<file path="config.mk">
export PLATFORM = sky130hd
export DESIGN_NAME = r5fp_int_div_sqrt_mc_flat
export DESIGN_NICKNAME = d
export VERILOG_FILES = /design/src/rtl/r5fp_int_div_sqrt_mc_if.sv /design/src/rtl/r5fp_int_div_sqrt_mc.sv /design/src/flat_wrapper.sv
export SDC_FILE = /design/constraint.sdc
export NUM_CORES = 1
export LEC_CHECK = 0
export CORE_UTILIZATION = 45
export DETAILED_ROUTE_END_ITERATION = 10
export PLACE_DENSITY = 0.66
export SLEW_MARGIN = 20
export SYNTH_ARGS = -nofsm -noshare
export SYNTH_HDL_FRONTEND = slang
export SYNTH_SLANG_ARGS = --single-unit
</file>
<file path="constraint.sdc">
create_clock -name clk -period 3.3 [get_ports clk]
set_input_delay 0.495 -clock clk [delete_from_list [all_inputs] [get_ports clk]]
set_output_delay 0.495 -clock clk [all_outputs]
set_load 0.02 [all_outputs]
</file>
<file path="src/rtl/r5fp_int_div_sqrt_mc_if.sv">
// rtl/r5fp_int_div_sqrt_mc_if.sv - request/response bundle for the multi-cycle integer div/sqrt unit
interface r5fp_int_div_sqrt_mc_if #(
    parameter int W     = 26,
    parameter int TAG_W = 2
);
    logic             strobe_i;
    logic             is_div_i;
    logic [W-1:0]     N_i;
    logic [W-1:0]     D_i;
    logic [TAG_W-1:0] tag_i;
    logic             kill_i;
    logic [W-1:0]     Quo_o;
    logic [W-1:0]     Rem_o;
    logic             dz_o;
    logic [TAG_W-1:0] tag_o;
    logic             done_o;
    logic             ready_o;

    modport master (
        output strobe_i, is_div_i, N_i, D_i, tag_i, kill_i,
        input  Quo_o, Rem_o, dz_o, tag_o, done_o, ready_o
    );

    modport slave (
        input  strobe_i, is_div_i, N_i, D_i, tag_i, kill_i,
        output Quo_o, Rem_o, dz_o, tag_o, done_o, ready_o
    );
endinterface

</file>
<file path="src/rtl/r5fp_int_div_sqrt_mc.sv">
// rtl/r5fp_int_div_sqrt_mc.sv - restoring integer divider / square root, R result bits per cycle
module r5fp_int_div_sqrt_mc #(
    parameter int W     = 26,
    parameter int R     = 1,
    parameter int TAG_W = 2
) (
    input  logic                  clk,
    input  logic                  reset,
    r5fp_int_div_sqrt_mc_if.slave bus
);
    localparam int HW = W / 2;
    localparam int CW = (W > 2) ? $clog2(W) : 1;
    localparam logic [CW-1:0] KDIV_M1 = CW'(W / R - 1);
    localparam logic [CW-1:0] KSQ_M1  = CW'(W / (2 * R) - 1);
    localparam logic [CW-1:0] CNT_ONE = CW'(1);

    typedef enum logic [1:0] {S_IDLE, S_BUSY, S_DONE} state_t;

    state_t           state_q, state_d;
    logic [CW-1:0]    cnt_q;
    logic             is_div_q;
    logic             dz_q;
    logic [W-1:0]     a_q;      // dividend shifting out / quotient shifting in, or radicand
    logic [W-1:0]     d_q;      // divisor
    logic [W-1:0]     rem_q;    // partial remainder (always fits W bits between iterations)
    logic [HW-1:0]    root_q;
    logic [TAG_W-1:0] tag_q;

    logic [W-1:0]     quo_res_q;
    logic [W-1:0]     rem_res_q;
    logic             dz_res_q;
    logic [TAG_W-1:0] tag_res_q;

    logic [W-1:0]     a_n;
    logic [W-1:0]     rem_n;
    logic [HW-1:0]    root_n;
    logic [W:0]       pr;
    logic [W:0]       trial;
    logic             start;
    logic             finish;

    // Kill always wins; strobes while busy are dropped.
    assign start  = (state_q != S_BUSY) && bus.strobe_i && !bus.kill_i;
    assign finish = (state_q == S_BUSY) && !bus.kill_i && (cnt_q == '0);

    // State register.
    always_ff @(posedge clk) begin
        if (reset) begin
            state_q <= S_IDLE;
        end else begin
            state_q <= state_d;
        end
    end

    // Next-state decode.
    always_comb begin
        state_d = state_q;
        case (state_q)
            S_IDLE, S_DONE: state_d = start ? S_BUSY : S_IDLE;
            S_BUSY: begin
                if (bus.kill_i) begin
                    state_d = S_IDLE;
                end else if (cnt_q == '0) begin
                    state_d = S_DONE;
                end
            end
            default: state_d = S_IDLE;
        endcase
    end

    // R unrolled restoring iterations; the wide pr carries the extra compare bit.
    always_comb begin
        a_n    = a_q;
        rem_n  = rem_q;
        root_n = root_q;
        pr     = '0;
        trial  = '0;
        for (int i = 0; i < R; i++) begin
            if (is_div_q) begin
                pr  = {rem_n, a_n[W-1]};
                a_n = a_n << 1;
                if (pr >= {1'b0, d_q}) begin
                    pr     = pr - {1'b0, d_q};
                    a_n[0] = 1'b1;
                end
            end else begin
                // Sqrt remainder stays below 2^(HW+1), so its top bits are free for the shift.
                pr             = {rem_n[W-2:0], a_n[W-1:W-2]};
                a_n            = a_n << 2;
                trial          = '0;
                trial[HW+1:0]  = {root_n, 2'b01};
                root_n         = root_n << 1;
                if (pr >= trial) begin
                    pr        = pr - trial;
                    root_n[0] = 1'b1;
                end
            end
            rem_n = pr[W-1:0];
        end
    end

    // Operand capture, iteration datapath and result registers.
    always_ff @(posedge clk) begin
        if (reset) begin
            cnt_q     <= '0;
            is_div_q  <= 1'b0;
            dz_q      <= 1'b0;
            a_q       <= '0;
            d_q       <= '0;
            rem_q     <= '0;
            root_q    <= '0;
            tag_q     <= '0;
            quo_res_q <= '0;
            rem_res_q <= '0;
            dz_res_q  <= 1'b0;
            tag_res_q <= '0;
        end else if (start) begin
            is_div_q <= bus.is_div_i;
            dz_q     <= bus.is_div_i && (bus.D_i == '0);
            a_q      <= bus.is_div_i ? bus.N_i : bus.D_i;
            d_q      <= bus.D_i;
            rem_q    <= '0;
            root_q   <= '0;
            tag_q    <= bus.tag_i;
            if (bus.is_div_i && (bus.D_i == '0)) begin
                cnt_q <= '0;
            end else begin
                cnt_q <= bus.is_div_i ? KDIV_M1 : KSQ_M1;
            end
        end else if (state_q == S_BUSY) begin
            a_q    <= a_n;
            rem_q  <= rem_n;
            root_q <= root_n;
            cnt_q  <= cnt_q - CNT_ONE;
            if (finish) begin
                tag_res_q <= tag_q;
                dz_res_q  <= dz_q;
                if (dz_q) begin
                    quo_res_q <= '1;
                    rem_res_q <= a_q;
                end else if (is_div_q) begin
                    quo_res_q <= a_n;
                    rem_res_q <= rem_n;
                end else begin
                    quo_res_q <= {{(W-HW){1'b0}}, root_n};
                    rem_res_q <= rem_n;
                end
            end
        end
    end

    assign bus.Quo_o   = quo_res_q;
    assign bus.Rem_o   = rem_res_q;
    assign bus.dz_o    = dz_res_q;
    assign bus.tag_o   = tag_res_q;
    assign bus.done_o  = (state_q == S_DONE);
    assign bus.ready_o = (state_q != S_BUSY);
endmodule

</file>
<file path="src/flat_wrapper.sv">
// flat-port wrapper written by rule: the top's interface ports become plain ports
module r5fp_int_div_sqrt_mc_flat 
#(
    parameter int W     = 26,
    parameter int R     = 1,
    parameter int TAG_W = 2
)
  (clk, reset, bus_strobe_i, bus_is_div_i, bus_N_i, bus_D_i, bus_tag_i, bus_kill_i, bus_Quo_o, bus_Rem_o, bus_dz_o, bus_tag_o, bus_done_o, bus_ready_o);
  r5fp_int_div_sqrt_mc_if #(.W(W), .TAG_W(TAG_W)) bus_i ();
  input  logic clk;
  input  logic reset;
  input wire logic [$bits(bus_i.strobe_i)-1:0] bus_strobe_i;
  input wire logic [$bits(bus_i.is_div_i)-1:0] bus_is_div_i;
  input wire logic [$bits(bus_i.N_i)-1:0] bus_N_i;
  input wire logic [$bits(bus_i.D_i)-1:0] bus_D_i;
  input wire logic [$bits(bus_i.tag_i)-1:0] bus_tag_i;
  input wire logic [$bits(bus_i.kill_i)-1:0] bus_kill_i;
  output wire logic [$bits(bus_i.Quo_o)-1:0] bus_Quo_o;
  output wire logic [$bits(bus_i.Rem_o)-1:0] bus_Rem_o;
  output wire logic [$bits(bus_i.dz_o)-1:0] bus_dz_o;
  output wire logic [$bits(bus_i.tag_o)-1:0] bus_tag_o;
  output wire logic [$bits(bus_i.done_o)-1:0] bus_done_o;
  output wire logic [$bits(bus_i.ready_o)-1:0] bus_ready_o;
  assign bus_i.strobe_i = bus_strobe_i;
  assign bus_i.is_div_i = bus_is_div_i;
  assign bus_i.N_i = bus_N_i;
  assign bus_i.D_i = bus_D_i;
  assign bus_i.tag_i = bus_tag_i;
  assign bus_i.kill_i = bus_kill_i;
  assign bus_Quo_o = bus_i.Quo_o;
  assign bus_Rem_o = bus_i.Rem_o;
  assign bus_dz_o = bus_i.dz_o;
  assign bus_tag_o = bus_i.tag_o;
  assign bus_done_o = bus_i.done_o;
  assign bus_ready_o = bus_i.ready_o;
  r5fp_int_div_sqrt_mc #(.W(W), .R(R), .TAG_W(TAG_W)) u_core (.clk(clk), .reset(reset), .bus(bus_i));
endmodule
</file>
# Word level (Yosys, flattened, before mapping)
# Index checks and enable logic that the tools add are counted.
totals:
  ff_bits: 157
  input_bits: 59
  out_inout_bits: 57
  wordCells: 57
classes:
  add_sub_neg: 3
  n_lt_le_gt_ge: 2
  n_eq_ne: 4
  muxes: 21
  bitwise_logic: 1
  reduce_logical: 13
op_table:
  columns: ["operator", "n"]
  rows:
  - ["$mux 26", 10]
  - ["$ge 27x15->1", 1]
  - ["$ge 27x26->1", 1]
  - ["$logic_not 26->1", 1]
  - ["$sub 26x15->26", 1]
  - ["$sub 26x26->26", 1]
  - ["$mux 5", 4]
  - ["$mux 13", 1]
  - ["$logic_and 1x1->1", 5]
  - ["$logic_not 5->1", 1]
  - ["$sub 5x1->5 const B", 1]
  - ["$mux 2", 2]
  - ["$pmux 2 s2", 1]
  - ["$reduce_or 2->1", 2]
  - ["$mux 1", 3]
  - ["$ne 3x2->1 const B", 1]
  - ["$reduce_and 3->1", 1]
  - ["$eq 2x1->1 const B", 1]
  - ["$eq 2x2->1 const B", 1]
  - ["$logic_not 2->1", 1]
  - ["$ne 2x1->1 const B", 1]
  - ["$reduce_bool 2->1", 1]
  - ["$logic_not 1->1", 1]
  - ["$not 1->1", 1]

# Depth between registers and ports, before layout
# Gate-level depths: netlist of run 1.
logic_depth:
  ltp_word: 5
  mapped_depth: 14
  mapped_depth_nobuf: 12

# Worst setup path before layout of run 1
# No wires, ideal clock.
synth_timing:
  path_type: "flip-flop to flip-flop"
  start: "register (tool-made name)"
  end: "register u_core.rem_res_q[2], in the netlist u_core.bus.Rem_o[2]"
  setup_time_ps: 123
  t_arrival_ps: 2611
  required_time_ps: 3177
  setup_slack_ps: 567
  stages_incl_launch_ff: 13
  path_buffers: 1
  synth_period_minus_slack_ps: 2733
  cell_sequence: "dfxtp_1 inv_1 ha_1 a2111oi_0 o21ai_1 a22oi_1 o211a_1 buf_2 nor3_1 a211oi_1 nor2_1 a221oi_1 nor2_1"
synth_lines:
  columns: ["element", "line", "text"]
  rows:
  - ["end signal: assignment", "r5fp_int_div_sqrt_mc.sv:140", "rem_res_q <= a_q;"]
  - ["end signal: assignment", "r5fp_int_div_sqrt_mc.sv:143", "rem_res_q <= rem_n;"]
  - ["end signal: assignment", "r5fp_int_div_sqrt_mc.sv:146", "rem_res_q <= rem_n;"]
  - ["end: declaration", "r5fp_int_div_sqrt_mc.sv:30", "logic [W-1:0] rem_res_q;"]

# Final worst setup path of run 1
layout_timing:
  start: "register u_core.rem_q[1]"
  end: "register u_core.rem_q[21]"
layout_between:
  elab_chain_len: 3
  word_cells_on_any_way: 7
  classes_between: "2 x add/sub; 2 x order compare; 3 x mux"
layout_lines:
  columns: ["element", "line", "text"]
  rows:
  - ["start: declaration", "r5fp_int_div_sqrt_mc.sv:25", "logic [W-1:0] rem_q;"]
  - ["start signal: assignment", "r5fp_int_div_sqrt_mc.sv:132", "rem_q <= rem_n;"]
  - ["$sub 26x15->26 (tied with other cells)", "r5fp_int_div_sqrt_mc.sv:94", "pr = pr - trial;"]
  - ["$mux 26, on equally long branches", "r5fp_int_div_sqrt_mc.sv:93, r5fp_int_div_sqrt_mc.sv:82", null]
  - ["$mux 26 (*)", "r5fp_int_div_sqrt_mc.sv:79", "if (is_div_q) begin"]
# Every way passes the cells marked *; elsewhere a longest branch is shown, timed or not.
# A chain may end at the register's enable or synchronous reset.

==> results of run 1 <==
==> cell type report <==
class | count | share of cell area [%]
clock buffer | 18 | 3.496
inverter | 51 | 1.560
sequential | 157 | 25.63
tap | 280 | 2.854
multi-input combinational | 1025 | 51.19
timing repair buffer | 190 | 14.25
clock inverter | 14 | 1.019
==> cell usage in the layout, fill, tap and decap left out, types with 23 or more instances in the layout <==
cell type	instances
nand2_1	175
dfxtp_1	155
a21oi_1	152
nor2_1	124
clkdlybuf4s50_1	114
buf_4	73
o21ai_0	67
nor3_1	61
inv_1	49
a211oi_1	46
ha_1	42
mux2i_1	35
xnor2_1	24
nand3_1	23
==> state kept, by name (all words and copies together) (netlist names), named ones only <==
signal / count
u_core.rem_q: 26
u_core.is_div_q: 1
u_core.bus.Rem_o: 26
u_core.state_q: 2
u_core.bus.Quo_o: 26
u_core.cnt_q: 5
u_core.a_q: 26
u_core.bus.tag_o: 2
u_core.bus.dz_o: 1
u_core.d_q: 26
u_core.tag_q: 2
u_core.root_q: 12
u_core.dz_q: 1
==> path summary, 6_finish.rpt <==
check / endpoint / slack, ns / depth (start not counted)
max: u_core.rem_q[21]$_SDFFE_PP0P_ / 0.16 / 11
min: u_core.d_q[13]$_SDFFE_PP0P_ / 0.46 / 2
max reg2reg: u_core.rem_q[21]$_SDFFE_PP0P_ / 0.16 / 11
min reg2reg: u_core.d_q[13]$_SDFFE_PP0P_ / 0.46 / 2
==> stage by stage <==
stage	cells	cell area [sq um]
final	1735	12270
after global routing	1735	12270
after CTS	1734	12230
after detailed placement	1702	11680
after global placement	1702	11680
after floorplan	1326	9945
==> worst reg2reg max path, delay by kind of cell (launching register included) <==
kind	cells	cell delay [ns]
buffers and inverters	1	0.18
DFF	1	0.45
adders and majority gates	1	0.34
AOI/OAI and AO/OA	8	1.94
xor gates and xnor gates	1	0.15
==> power groups by stage <==
stage	Clock, W	Sequential (W)	Combinational [W]
6_report	0.00189	0.00210	0.00385
5_1_grt	0.00200	0.00211	0.00411
4_1_cts	0.00191	0.00210	0.00372
3_5_place_dp	0	0.00214	0.00370
3_3_place_gp	0	0.00214	0.00368
2_1_floorplan	0	0.00213	0.00238
==> routing by layer <==
metal / up-vias / track usage (%) / share of wire, %
met1: 4959 / 43.05 / 43
met3: 84 / 7.030 / 8.2
li1: 5026 / - / -
met2: 527 / 51.20 / 45
met5: - / 0 / 0
met4: 0 / 16.75 / 4.4
==> logic make-up after synthesis <==
family                   synth area share (%)
AO/OA/AOI/OAI                           27.23
buffers and inverters                   5.712
adder cells (fa/ha/maj)                 5.612
XOR/XNOR                                3.523
flip-flops                              31.61
multiplexers                            3.863
AND/OR/NAND/NOR                         22.46
==> timing repair <==
item,CTS,global route
setup buffers,0,1
setup endpoints to repair,0,28
gates resized for setup,0,13
==> results.rst, run 1 <==
.. list-table::
   :header-rows: 1

   * - Metric
     - Value
   * - Number of H-tree levels
     - 4
   * - Worst-margin pin slew
     - 0.8484 ns
   * - Final setup margin
     - 0.1648 ns
   * - Post-CTS Hold Buffers
     - 0
   * - IO Port Bufs
     - 115
   * - GRT overflow
     - 0
   * - Die Area
     - about 0.023 sq mm
   * - HPWL reported at the end of detailed placement
     - 27380 um
   * - Initial antenna violation count
     - 0
   * - Number of clock sinks seen by CTS
     - roughly 160
   * - 1st-iter DRT viols
     - 1054
   * - R2R Path Start
     - u_core.rem_q[1]$_SDFFE_PP0P_
   * - Worst Setup End Kind
     - flip-flop
   * - Net Switching
     - between 0.003 and 0.004 W
   * - Clock slew at reported path FFs
     - ~0.070 ns
   * - X dimension of the die
     - 150.7 um
   * - Cell with the most instances after synthesis
     - nand2_1
   * - Source-to-sink clock delay at the later pin of the worst-skew pair
     - 0.44 ns
   * - Number of diodes added for antenna fixing
     - 0
   * - Post-route antenna net violation count
     - 0
   * - Maximum fanout along the worst path
     - 5
   * - Mean number of vias per cell
     - between 6 and 7
   * - Layout cells sized above 1
     - approximately a tenth
   * - Core occupancy in the finished layout
     - between 50 and 60%
   * - Number of detailed-routing iterations run before antenna repair
     - 5
   * - Critical path data required time
     - 3.65 ns
   * - Start point of the worst hold path
     - u_core.d_q[13]$_SDFFE_PP0P_
   * - Power per cell area
     - roughly 640 mW/mm^2
   * - Mapped Avg Cell Area
     - 7.500 sq um
   * - Most frequent cells after synthesis
     - nand2_1, dfxtp_1, a21oi_1
   * - Wirelength per Cell
     - roughly 21 um
   * - Overall routed net length
     - 36750 um
   * - Initial core utilization
     - around 46%
   * - Final critical path time including I/O delays and setup
     - around 3.1 ns
   * - Ordered cell list for the critical path
     - ha_1, o211ai_1, a21oi_1, o211ai_1, o311ai_2, a211oi_1, buf_4, o21ai_0, xnor2_1, a221o_1, o21ai_0
   * - Warnings, synthesis
     - 0
   * - Ports
     - ~120
   * - CP Buf/Inv Count
     - 1
   * - Int Pwr
     - 0.004592 W
   * - Setup_tns
     - 0 ns
   * - Number of different library cells in the post-synthesis netlist
     - 73
   * - Crit path max-delay cell type
     - dfxtp_1
   * - Sequential share of power
     - 26.8%
   * - Register area share after synthesis
     - between 30% and 40%
   * - Worst slew margin relative to its limit
     - a little over two fifths
   * - Top flip-flop cell by instance count after synthesis
     - dfxtp_1
   * - Total power of the final layout
     - 0.007848 W
   * - Number of max-slew violations in the final report
     - 0
   * - Clock buffer depth
     - 2
   * - Setup Viol. Count Final
     - 0
   * - Cell type with the largest total area after synthesis
     - dfxtp_1
   * - FF/Latch Area
     - between 0.003 and 0.004 sq mm
   * - Flops & latches, synth
     - about 160
   * - Area of the multi-input gates
     - 0.006284 sq mm
   * - CTS tree
     - done
   * - Layout overhead on the synthesized area
     - 23.43%
   * - Cells after synthesis
     - 1326
   * - Filler cells
     - 2123
   * - Global-route wire length before repair
     - 56540 um
   * - Count of flip-flops with a built-in enable after synthesis
     - 0
   * - Result of the run
     - complete, no violations
   * - CORE AREA
     - ~0.022 sq mm
   * - Cell class contributing the biggest share of worst-path delay
     - compound AO/OA/AOI/OAI gates
   * - Yosys top cell area share
     - 31.61%
   * - DRC violations left
     - 0
   * - Share of the clock period used by the worst path
     - 95.01%
   * - Highest ir drop seen on vdd
     - 0.3476 mV
   * - Proportion of power drawn by combinational gates
     - approximately 50%
   * - Num CTS Buffers
     - 17
   * - Maximum clock frequency
     - 319.0 MHz
   * - Row count
     - 54
   * - Largest net degree at the start of global routing
     - 65
   * - Leakage power
     - 4.645 nW
   * - Largest clock skew in the final design
     - approximately 0.016 ns
   * - Number of hold violations in the final report
     - 0
   * - Proportion of synthesized flip-flops having asynchronous set or reset
     - 0%
   * - Overall routing resource usage
     - approximately a third
   * - Global placer's final weighted congestion
     - 0.9732
   * - Clock network power share
     - 24.1%
   * - Crit Path Category
     - flip-flop to flip-flop
   * - Critical Path Source Type
     - flip-flop
   * - Vias in the first global route
     - 9965
   * - Total of max-cap violations
     - 0
   * - Setup repair after global routing missed its margin
     - no
   * - Biggest area contributors in the synthesized netlist
     - dfxtp_1, a21oi_1, nand2_1
   * - Via count of the routed design
     - 10600
   * - Crit-path max cell delay
     - 0.45 ns
   * - CTS root buf
     - clkbuf_16
   * - Startpoint of the worst setup timing path
     - u_core.rem_q[1]$_SDFFE_PP0P_
   * - Switching power share of the total
     - 41.48%
   * - Worst Setup Slack post-DPL
     - 0.07467 ns
   * - Floorplan die height
     - ~150 um
   * - Critical Path AT
     - roughly 3.5 ns
   * - Net count after synthesis
     - around 1400
   * - Cell Area, Synth
     - 0.009945 sq mm
   * - Nets
     - roughly 1500
   * - Class of the worst hold path
     - flip-flop to flip-flop
   * - Fin Hold WS
     - 0.4573 ns
Power figures use the tool's default switching activity.
==> run 2, diff against run 1 <==
--- a/config.mk
+++ b/config.mk
@@ -5,9 +5,12 @@
 export SDC_FILE = /design/constraint.sdc
 export NUM_CORES = 1
 export LEC_CHECK = 0
+export CORE_ASPECT_RATIO = 0.5
 export CORE_UTILIZATION = 45
 export DETAILED_ROUTE_END_ITERATION = 10
+export MAX_ROUTING_LAYER = met4
 export PLACE_DENSITY = 0.66
+export SKIP_CTS_REPAIR_TIMING = 1
 export SLEW_MARGIN = 20
 export SYNTH_ARGS = -nofsm -noshare
 export SYNTH_HDL_FRONTEND = slang
==> results.rst, run 2 (synthesized netlist as in run 1, its figures left out) <==
.. list-table::
   :header-rows: 1

   * - Metric
     - Value
   * - Wirelength per Cell
     - 23.11 um
   * - Critical Path AT
     - 3.52 ns
   * - Post-route antenna net violation count
     - 0
   * - Initial core utilization
     - 45.87%
   * - Core occupancy in the finished layout
     - a little under three fifths
   * - CTS tree
     - done
   * - Maximum clock frequency
     - about 320 MHz
   * - Mean number of vias per cell
     - 6.145
   * - Most common cell after layout, fill and taps aside
     - nand2_1
   * - CORE AREA
     - 0.02168 sq mm
   * - Clock slew at reported path FFs
     - around 0.07 ns
   * - Setup Viol. Count Final
     - 0
   * - Filler cells
     - 2119
   * - Number of detailed-routing iterations run before antenna repair
     - 5
   * - Number of diodes added for antenna fixing
     - 0
   * - Ordered cell list for the critical path
     - inv_1, ha_1, nand2b_1, a21oi_1, o211ai_1, buf_4, o311ai_2, a211oi_1, buf_4, o21ai_0, xnor2_1, a221o_1, o21ai_0
   * - Setup repair after global routing missed its margin
     - yes
   * - Worst-margin pin slew
     - 1.141 ns
   * - Clock network power share
     - 25.0%
   * - Proportion of power drawn by combinational gates
     - 48.6%
   * - Net Switching
     - 0.003338 W
   * - Overall routing resource usage
     - 36.96%
   * - Global-route wire length before repair
     - 60080 um
   * - Area of the multi-input gates
     - between 0.006 and 0.007 sq mm
   * - Clock buffer depth
     - 2
   * - Crit-path max cell delay
     - 0.39 ns
   * - Placed Instance Area
     - 0.01170 sq mm
   * - Int Pwr
     - 0.004683 W
   * - Cell class contributing the biggest share of worst-path delay
     - compound AO/OA/AOI/OAI gates
   * - CTS root buf
     - clkbuf_16
   * - Highest ir drop seen on vdd
     - 0.3734 mV
   * - Result of the run
     - complete, no violations
   * - CP Buf/Inv Count
     - 3
   * - Maximum fanout along the worst path
     - 5
   * - GRT overflow
     - 0
   * - Vias in the first global route
     - 9761
   * - Crit Path Category
     - flip-flop to flip-flop
   * - Class of the worst hold path
     - flip-flop to flip-flop
   * - Worst Setup End Kind
     - flip-flop
   * - Largest net degree at the start of global routing
     - 94
   * - Number of max-slew violations in the final report
     - 0
   * - Num CTS Buffers
     - 17
   * - Initial antenna violation count
     - 0
   * - Highest-count cells in the layout ignoring fill and taps
     - nand2_1, dfxtp_1, a21oi_1, nor2_1, clkdlybuf4s50_1
   * - Floorplan die height
     - 107.1 um
   * - Nets
     - roughly 1500
   * - Overall routed net length
     - 40570 um
   * - Source-to-sink clock delay at the later pin of the worst-skew pair
     - 0.45 ns
   * - Switching power share of the total
     - 41.62%
   * - Share of the clock period used by the worst path
     - 95.52%
   * - Layout overhead on the synthesized area
     - 24.02%
   * - FF/Latch Area
     - ~0.0031 sq mm
   * - Power per cell area
     - 650.3 mW/mm^2
   * - Via count of the routed design
     - 10790
   * - IO Port Bufs
     - approximately 120
   * - Die Area
     - 0.02273 sq mm
   * - Number of clock sinks seen by CTS
     - 157
   * - Critical path data required time
     - approximately 3.7 ns
   * - Setup_tns
     - 0 ns
   * - DRC violations left
     - 0
   * - X dimension of the die
     - 212.2 um
   * - Layout cells sized above 1
     - 10.10%
   * - Number of H-tree levels
     - 4
   * - Leakage power
     - between 4 and 5 nW
   * - Global placer's final weighted congestion
     - 1.013
   * - Critical Path Source Type
     - flip-flop
   * - Post-layout instance area
     - 0.01233 sq mm
   * - HPWL reported at the end of detailed placement
     - 30840 um
   * - 1st-iter DRT viols
     - 1282
   * - Largest clock skew in the final design
     - 0.009728 ns
   * - Ports
     - 116
   * - Crit path max-delay cell type
     - dfxtp_1
   * - Total of max-cap violations
     - 0
   * - Worst slew margin relative to its limit
     - 21.97%
   * - Number of hold violations in the final report
     - 0
   * - Final critical path time including I/O delays and setup
     - 3.152 ns
   * - Row count
     - 38
   * - Sequential share of power
     - 26.4%
[run 2: changes by cell type in the layout (fill, tap and decap cells not counted), moves of 2 or more]
cell,previous run,this run
inv_8,3,0
inv_6,4,6
a2111oi_2,2,0
a2111oi_0,12,14
o21ai_1,5,3
clkbuf_8,0,3
o21ai_0,67,69
clkinvlp_4,4,2
[run 2: final cells by class]
type / count / share of cell area (%)
Clock buffer: 20 / 3.784
Inverter: 51 / 1.552
Sequential cell: 157 / 25.50
Timing Repair Buffer: 191 / 14.20
Multi-Input combinational cell: 1025 / 50.91
Tap cell: 300 / 3.044
Clock inverter: 12 / 1.004
[run 2: layer usage]
metal / global-route usage, % / vias up / share of wire (%)
met5: - / - / 0
li1: - / 5019 / -
met4: 10.28 / 0 / 1.8
met3: 10.84 / 48 / 12
met1: 52.76 / 5150 / 47
met2: 49.53 / 574 / 40
[run 2: worst paths after layout]
check / from / to / slack [ns] / cells after the start
setup / recovery: u_core.a_q[25]$_SDFFE_PP0P_ / u_core.rem_q[21]$_SDFFE_PP0P_ / 0.15 / 13
hold / removal: u_core.bus.dz_o$_SDFFE_PP0P_ / u_core.bus.dz_o$_SDFFE_PP0P_ / 0.45 / 2
setup reg to reg: u_core.a_q[25]$_SDFFE_PP0P_ / u_core.rem_q[21]$_SDFFE_PP0P_ / 0.15 / 13
hold reg to reg: u_core.bus.dz_o$_SDFFE_PP0P_ / u_core.bus.dz_o$_SDFFE_PP0P_ / 0.45 / 2
[run 2: power by group through the flow]
stage	registers (W)	clock network (W)	logic, W
finish	0.00212	0.00201	0.00389
global route	0.00212	0.00210	0.00418
CTS	0.00211	0.00203	0.00375
detailed placement	0.00215	0	0.00373
global placement	0.00215	0	0.00373
floorplan	0.00213	0	0.00238
[run 2: worst reg2reg max path: stages, from the launching register on]
cell      delay, ns
dfxtp_1        0.39
inv_1          0.12
ha_1           0.22
nand2b_1       0.18
a21oi_1        0.27
o211ai_1       0.13
buf_4          0.18
o311ai_2       0.37
a211oi_1       0.14
buf_4          0.16
o21ai_0        0.19
xnor2_1        0.16
a221o_1        0.39
o21ai_0        0.17
[run 2: metrics by stage]
| step | hold WS, ns | setup slack (ns) | power, W | cells |
|---|---|---|---|---|
| floorplan | 0.4321 | 0.5665 | 0.004512 | 1326 |
| global placement | 0.4429 | 0.1041 | 0.005877 | 1723 |
| detailed placement | 0.4473 | 0.1269 | 0.005877 | 1723 |
| CTS | 0.4283 | 0.08916 | 0.007885 | 1755 |
| global route | 0.4463 | -0.03996 | 0.008402 | 1756 |
| finish | 0.4534 | 0.1478 | 0.008020 | 1756 |
==> run 3, diff against run 2 <==
--- a/config.mk
+++ b/config.mk
@@ -7,6 +7,7 @@
 export LEC_CHECK = 0
 export CORE_ASPECT_RATIO = 0.5
 export CORE_UTILIZATION = 45
+export CTS_BUF_LIST = sky130_fd_sc_hd__clkbuf_2
 export DETAILED_ROUTE_END_ITERATION = 10
 export MAX_ROUTING_LAYER = met4
 export PLACE_DENSITY = 0.66
==> results.rst, run 3 (synthesized netlist as in run 1, its figures left out) <==
.. list-table::
   :header-rows: 1

   * - Metric
     - Value
   * - Number of clock sinks seen by CTS
     - 157
   * - 1st-iter DRT viols
     - 1472
   * - IO Port Bufs
     - 115
   * - Largest clock skew in the final design
     - 0.05589 ns
   * - Sum of met3 wire segment lengths after detailed routing
     - 4172 um
   * - Critical Path AT
     - roughly 2.7 ns
   * - Share of the clock period used by the worst path
     - 96.42%
   * - X dimension of the die
     - 212.2 um
   * - Ports
     - 116
   * - Mean number of vias per cell
     - 6.172
   * - Maximum clock frequency
     - 314.3 MHz
   * - Num CTS Buffers
     - 17
   * - Critical path data required time
     - 2.80 ns
   * - Source-to-sink clock delay at the later pin of the worst-skew pair
     - 0.85 ns
   * - Highest routed metal layer
     - met4
   * - Start point of the worst hold path
     - bus_tag_i[0]
   * - Core occupancy in the finished layout
     - 55.42%
   * - Layout cells sized above 1
     - 10.26%
   * - Final critical path time including I/O delays and setup
     - 3.182 ns
   * - Overall routed net length
     - 40720 um
   * - Power per cell area
     - 597.2 mW/mm^2
   * - Critical Path Source Type
     - flip-flop
   * - Wirelength per Cell
     - around 23 um
   * - Via count of the routed design
     - 10890
   * - Worst-margin pin slew
     - 1.057 ns
   * - CORE AREA
     - 0.02168 sq mm
   * - Result of the run
     - complete, no violations
   * - Leakage power
     - 4.553 nW
   * - Initial core utilization
     - 45.87%
   * - HPWL reported at the end of detailed placement
     - 30840 um
   * - Filler-free cell count of the finished design
     - 1765
   * - Most common cell after layout, fill and taps aside
     - nand2_1
   * - Class of the worst hold path
     - primary input to flip-flop
   * - Overall routing resource usage
     - 36.78%
   * - Initial antenna violation count
     - 2
   * - Global-route wire length before repair
     - 60170 um
   * - Global placer's final weighted congestion
     - about 1
   * - Clock buffer depth
     - 2
   * - Die Area
     - about 0.023 sq mm
   * - Worst Setup End Kind
     - primary output
   * - Placed insts
     - 1723
   * - R2R Path Start
     - u_core.rem_q[1]$_SDFFE_PP0P_
   * - Floorplan die height
     - roughly 110 um
   * - Clock slew at reported path FFs
     - 0.27 ns
   * - Number of H-tree levels
     - 4
   * - GRT overflow
     - 0
   * - DRC violations left
     - 0
   * - Vias in the first global route
     - approximately 9700
   * - Total of max-cap violations
     - 0
   * - Row count
     - 38
   * - Highest-count cells in the layout ignoring fill and taps
     - nand2_1, dfxtp_1, a21oi_1, nor2_1, clkdlybuf4s50_1
   * - Maximum fanout along the worst path
     - 47
   * - Post-route antenna net violation count
     - 0
   * - Highest ir drop seen on vdd
     - roughly 0.27 mV
   * - Largest net degree at the start of global routing
     - 94
   * - Nets
     - 1552
   * - Layout overhead on the synthesized area
     - 20.82%
   * - Number of max-slew violations in the final report
     - 0
   * - Filler cells
     - ~2200
   * - CTS tree
     - done
   * - Length of routed met2 wiring
     - 16550 um
   * - Startpoint of the worst setup timing path
     - u_core.state_q[0]$_SDFFE_PP0P_
   * - Worst slew margin relative to its limit
     - 27.72%
   * - CTS root buf
     - clkbuf_2
   * - Post-Route M1 WL
     - just under 20000 um
   * - Number of detailed-routing iterations run before antenna repair
     - 8
   * - Crit Path Category
     - flip-flop to primary output
   * - Setup Viol. Count Final
     - 0
   * - Number of hold violations in the final report
     - 0
[run 3: cell type report]
class                           count  area (sq um)  area share, %
Inverter                           51         191.4          1.593
Clock inverter                     15         135.1          1.125
Tap cell                          300         375.4          3.124
Multi-Input combinational cell   1026          6282          52.29
Timing Repair Buffer              196          1792          14.91
Antenna cell                        3         7.507        0.06248
Clock buffer                       17         85.08         0.7081
Sequential cell                   157          3147          26.19
[run 3: through the flow]
stage / setup TNS, ns / setup slack (ns) / hold WS (ns) / total power, W / instance area, sq um
finish: 0 / 0.1181 / 0.2131 / 0.007175 / 12020
global route: -0.02729 / -0.01959 / 0.1673 / 0.007556 / 12020
CTS: 0 / 0.03696 / -0.03646 / 0.006956 / 11920
detailed placement: 0 / 0.1269 / 0.4473 / 0.005877 / 11700
global placement: 0 / 0.1041 / 0.4429 / 0.005877 / 11700
floorplan: 0 / 0.5665 / 0.4321 / 0.004512 / 9945
[run 3: per-layer routing]
metal,vias to the layer above,track usage [%]
li1,5040,-
met1,5239,54.30
met2,562,50.21
met3,53,8.319
met4,0,7.400
met5,-,-
[run 3: critical path, stage by stage (launching register included)]
cell,delay (ns)
dfxtp_1,0.40
nor2b_2,0.17
inv_2,0.05
buf_4,0.48
clkdlybuf4s50_1,0.72
[run 3: worst paths after layout]
path / to / slack (ns) / cells after the start
max: bus_ready_o / 0.12 / 4
min: u_core.tag_q[0]$_SDFFE_PP0P_ / 0.21 / 3
max reg2reg: u_core.rem_q[21]$_SDFFE_PP0P_ / 0.13 / 12
min reg2reg: u_core.d_q[24]$_SDFFE_PP0P_ / 0.47 / 2
[run 3: report_power, final]
| group | internal, W | switching [W] |
|---|---|---|
| clock | 0.000284 | 0.000799 |
| combinational | 0.00162 | 0.00235 |
| sequential | 0.00200 | 0.000124 |
